`src/rtl/apb_sat_counter.sv`:
```
// Saturating event counter: synchronous clear takes effect first, then the
// same-cycle increment is applied; the value sticks at all-ones.
module apb_sat_counter #(
    parameter int CNT_W = 16
) (
    input  logic             pclk,
    input  logic             preset_n,
    input  logic             clr,
    input  logic             inc,
    output logic [CNT_W-1:0] cnt
);

    logic [CNT_W-1:0] r_cnt;

    // Count register: clear-then-increment, hold at all-ones.
    always_ff @(posedge pclk or negedge preset_n) begin
        if (!preset_n) begin
            r_cnt <= '0;
        end else if (clr) begin
            r_cnt <= inc ? CNT_W'(1) : '0;
        end else if (inc && !(&r_cnt)) begin
            r_cnt <= r_cnt + CNT_W'(1);
        end else begin
            r_cnt <= r_cnt;
        end
    end

    assign cnt = r_cnt;

endmodule

```
`config.mk`:
```
export PLATFORM = sky130hd
export DESIGN_NAME = apb_sat_counter
export DESIGN_NICKNAME = d
export VERILOG_FILES = /design/src/rtl/apb_sat_counter.sv
export SDC_FILE = /design/constraint.sdc
export NUM_CORES = 1
export LEC_CHECK = 0
export CAP_MARGIN = 0
export CORE_MARGIN = 2
export CORE_UTILIZATION = 48
export DETAILED_ROUTE_END_ITERATION = 10
export PLACE_DENSITY = 0.77
export SLEW_MARGIN = 0
export SYNTH_ARGS = -nofsm -noshare
export SYNTH_HDL_FRONTEND = slang
export SYNTH_SLANG_ARGS = --single-unit
```
`constraint.sdc`:
```
create_clock -name pclk -period 2.2 [get_ports pclk]
set_input_delay 0.55 -clock pclk [delete_from_list [all_inputs] [get_ports pclk]]
set_output_delay 0.55 -clock pclk [all_outputs]
set_load 0.02 [all_outputs]
```
==> key figures, run 1 <==
Routing
  • DRC errors left: 0
  • Final wirelength: 1.783 mm
  • Drt first pass iters: 4
  • Total number of vias: between 700 and 800
  • WL/cell: between 10 and 15 µm
  • Routed Antenna Nets: 0
  • DR vias/cell: ~5.5
  • Starting DRC count in detailed routing: 8

Min path
  • Min-delay worst type: in2async

Timing
  • Fin crit share: approximately 88%
  • Final-report setup violation count: 0
  • Slew Limit Fails: 0
  • Maximum clock frequency: roughly 520 MHz
  • Sum Neg Setup Slack: 0 ps
  • Clock Skews: roughly 1.8 ps
  • Minimum clock period: a little under 2000 ps
  • Slew Limit Headroom: about two thirds
  • Number of hold violations in the final report: 0
  • Min Hold Slack: about 560 ps
  • Worst-margin pin slew: 522.5 ps
  • RSZ-0062 raised after global routing: no

Yosys
  • Mux cell area share after synthesis: ~1.1%
  • Post-synth top area cell: dfrtp_1
  • Syn_area_per_cell: between 9 and 10 µm²
  • Syn Nets: 96
  • Top post-synthesis cells by area: dfrtp_1, xor2_1, o2111ai_1, nor2_1, o211ai_1
  • Yosys top cell area share: 45.07%
  • Register area share after synthesis: between 40 and 50%
  • Simple-gate portion of the synthesized area: between 20% and 30%
  • XOR/XNOR Fraction of Synth Area: 13.80%
  • Post-Syn Instances: 91
  • Ys flop type: dfrtp_1
  • #FFs+latches synth: 16
  • Combinational family with the most area after synthesis: simple AND/OR/NAND/NOR gates
  • Yosys warnings: 0
  • Post-synthesis cell area: 888.4 µm²
  • Compound-cell area share of the yosys netlist: 12.25%
  • Adder-Cell Fraction of Synth Area: under 10%
  • Post-synthesis cell type count: 28
  • Post-synth EDFFs: 0
  • Asr flop ratio synth: 100.0%

Layout
  • Nets: 118
  • Area grow syn2layout: 26.90%
  • Final instance area: roughly 1100 µm²
  • Fin cells: 136
  • Share of layout cells above drive strength 1: roughly 8.1%
  • Final Core Density: 65.29%
  • Commonest non-fill, non-tap cell in the layout: clkdlybuf4s50_1
  • Most frequent cells in the layout: clkdlybuf4s50_1, nor2_1, dfrtp_1
  • Antenna diodes: 0
  • Max reg flops: 16

Clock network
  • Setup repair bufs after CTS: 0
  • TritonCTS Buffers: 3
  • CTS root buf: clkbuf_4
  • Cts hold-fix bufs: 0
  • H-tree depth: 1
  • Clock latency on the worst-skew pair: 280 ps
  • Maximum clock insertion buffer count: 2
  • CTS tree: yes
  • Clock Sinks: 16
  • Clk pin slew, worst setup/hold paths: ~80 ps
  • Post-CTS Resized: 0

Global route
  • First-pass GRT wire length: 2.849 mm
  • Global Route Usage Sum: a little under a fifth
  • Antenna violations before repair: 0
  • Largest net degree at the start of global routing: 16
  • Vias in the first global route: approximately 630
  • Gr ovfl total: 0

Pwr
  • LEAKAGE: 0.4502 nW
  • VDD IR max: 352.2 µV
  • Pwr dens: 455.6 nW/µm²

Setup path
  • WS Path Type: reg2out
  • CP delay by family, top: buffers and inverters
  • Crit-path max cell delay: 640 ps
  • Slowest cell on the critical path: clkdlybuf4s50_1
  • Critical path buffers and inverters: 1
  • CP Cell Sequence: clkdlybuf4s50_1
  • CP Launch Type: flop
  • CP required: ~1700 ps
  • WP data arrival: about 1400 ps
  • Crit path max fanout: 6
  • CP Capture Type: output port

Die
  • Starting density of the core: around 51%
  • Die height: roughly 47 µm
  • Core box area: between 1500 and 2000 µm²
  • Row count: 15
  • IO Pins: 20
  • Die Width: 47.02 µm
  • Die area: 2211 µm²

Place
  • GP Congestion: roughly 0.77
  • Post-DP Area: 1105 µm²
  • Placed cells: around 130
  • IO buf count: 19
  • DP Wirelength: around 1.3 mm

Flow run
  • Max Cap Viol: 0

Outcome
  • Status: finished, final reports clean
-- cells in the mapped netlist, drive strengths merged, types with 2 or more instances --
cell,n
nor3,2
o2111ai,8
nand4,2
nand2,5
clkbuf,2
nor2,16
dfrtp,16
nand3,5
o21ai,2
and2,3
inv,2
buf,3
xor2,13
o211ai,3
-- final timing paths --
kind                                       endpoint  slack (ps)                start  cells past startpoint
worst max-delay path                        cnt[11]         270  cnt[11]$_DFFE_PN0P_                      1
worst min-delay path            cnt[15]$_DFFE_PN0P_         560             preset_n                      1
worst max register to register   cnt[1]$_DFFE_PN0P_         280  cnt[11]$_DFFE_PN0P_                      5
worst min register to register  cnt[14]$_DFFE_PN0P_         570  cnt[14]$_DFFE_PN0P_                      2
max in group asynchronous        cnt[1]$_DFFE_PN0P_        1190             preset_n                      2
min in group pclk               cnt[14]$_DFFE_PN0P_         570  cnt[14]$_DFFE_PN0P_                      2
-- report_power, final --
part           switching (mW)  total (mW)  internal, mW
Clock                  0.0842       0.148        0.0636
Combinational          0.0336      0.0595        0.0259
Sequential            0.00715       0.306         0.299
-- through the flow --
step	total power [mW]	setup slack (ps)
global route	0.5402	225.3
CTS	0.5192	283.5
floorplan	0.3392	408.7
detailed placement	0.3716	232.7
finish	0.5137	270.9
global placement	0.3697	265.3
-- final cells by class --
| class | instances | area [µm²] |
|---|---|---|
| tap | 25 | 31.28 |
| fill | 144 | 599.3 |
| inverter | 2 | 7.507 |
| timing repair buffer | 22 | 212.7 |
| sequential | 16 | 400.4 |
| clock buffer | 3 | 22.52 |
| multi-input combinational | 68 | 452.9 |
-- cell families (layout without fill, tap and decap cells) --
| group | Yosys count | in the layout |
|---|---|---|
| muxes | 1 | 1 |
| and+or+nand+nor | 39 | 39 |
| DFF | 16 | 16 |
| AOI/OAI and AO/OA | 13 | 13 |
| xor gates and xnor gates | 14 | 14 |
| buffers and inverters | 7 | 27 |
| adders and majority gates | 1 | 1 |
-- metal layers --
layer | vias up | global-route usage (%) | wire length [µm]
met1 | 355 | 25.24 | 893
met4 | 0 | 10.00 | 40
li1 | 370 | - | -
met2 | 18 | 27.67 | 775
met3 | 5 | 5.000 | 73
met5 | - | 0 | 0
Note: power is estimated with default switching activity, not from simulation.
==> run 2: changes to the inputs <==
--- a/config.mk
+++ b/config.mk
@@ -10,6 +10,7 @@
 export CORE_UTILIZATION = 48
 export DETAILED_ROUTE_END_ITERATION = 10
 export PLACE_DENSITY = 0.77
+export SKIP_CTS_REPAIR_TIMING = 1
 export SLEW_MARGIN = 0
 export SYNTH_ARGS = -nofsm -noshare
 export SYNTH_HDL_FRONTEND = slang
==> results of run 2 <==
The final DEF is identical to that of run 1; final timing and power are the same.
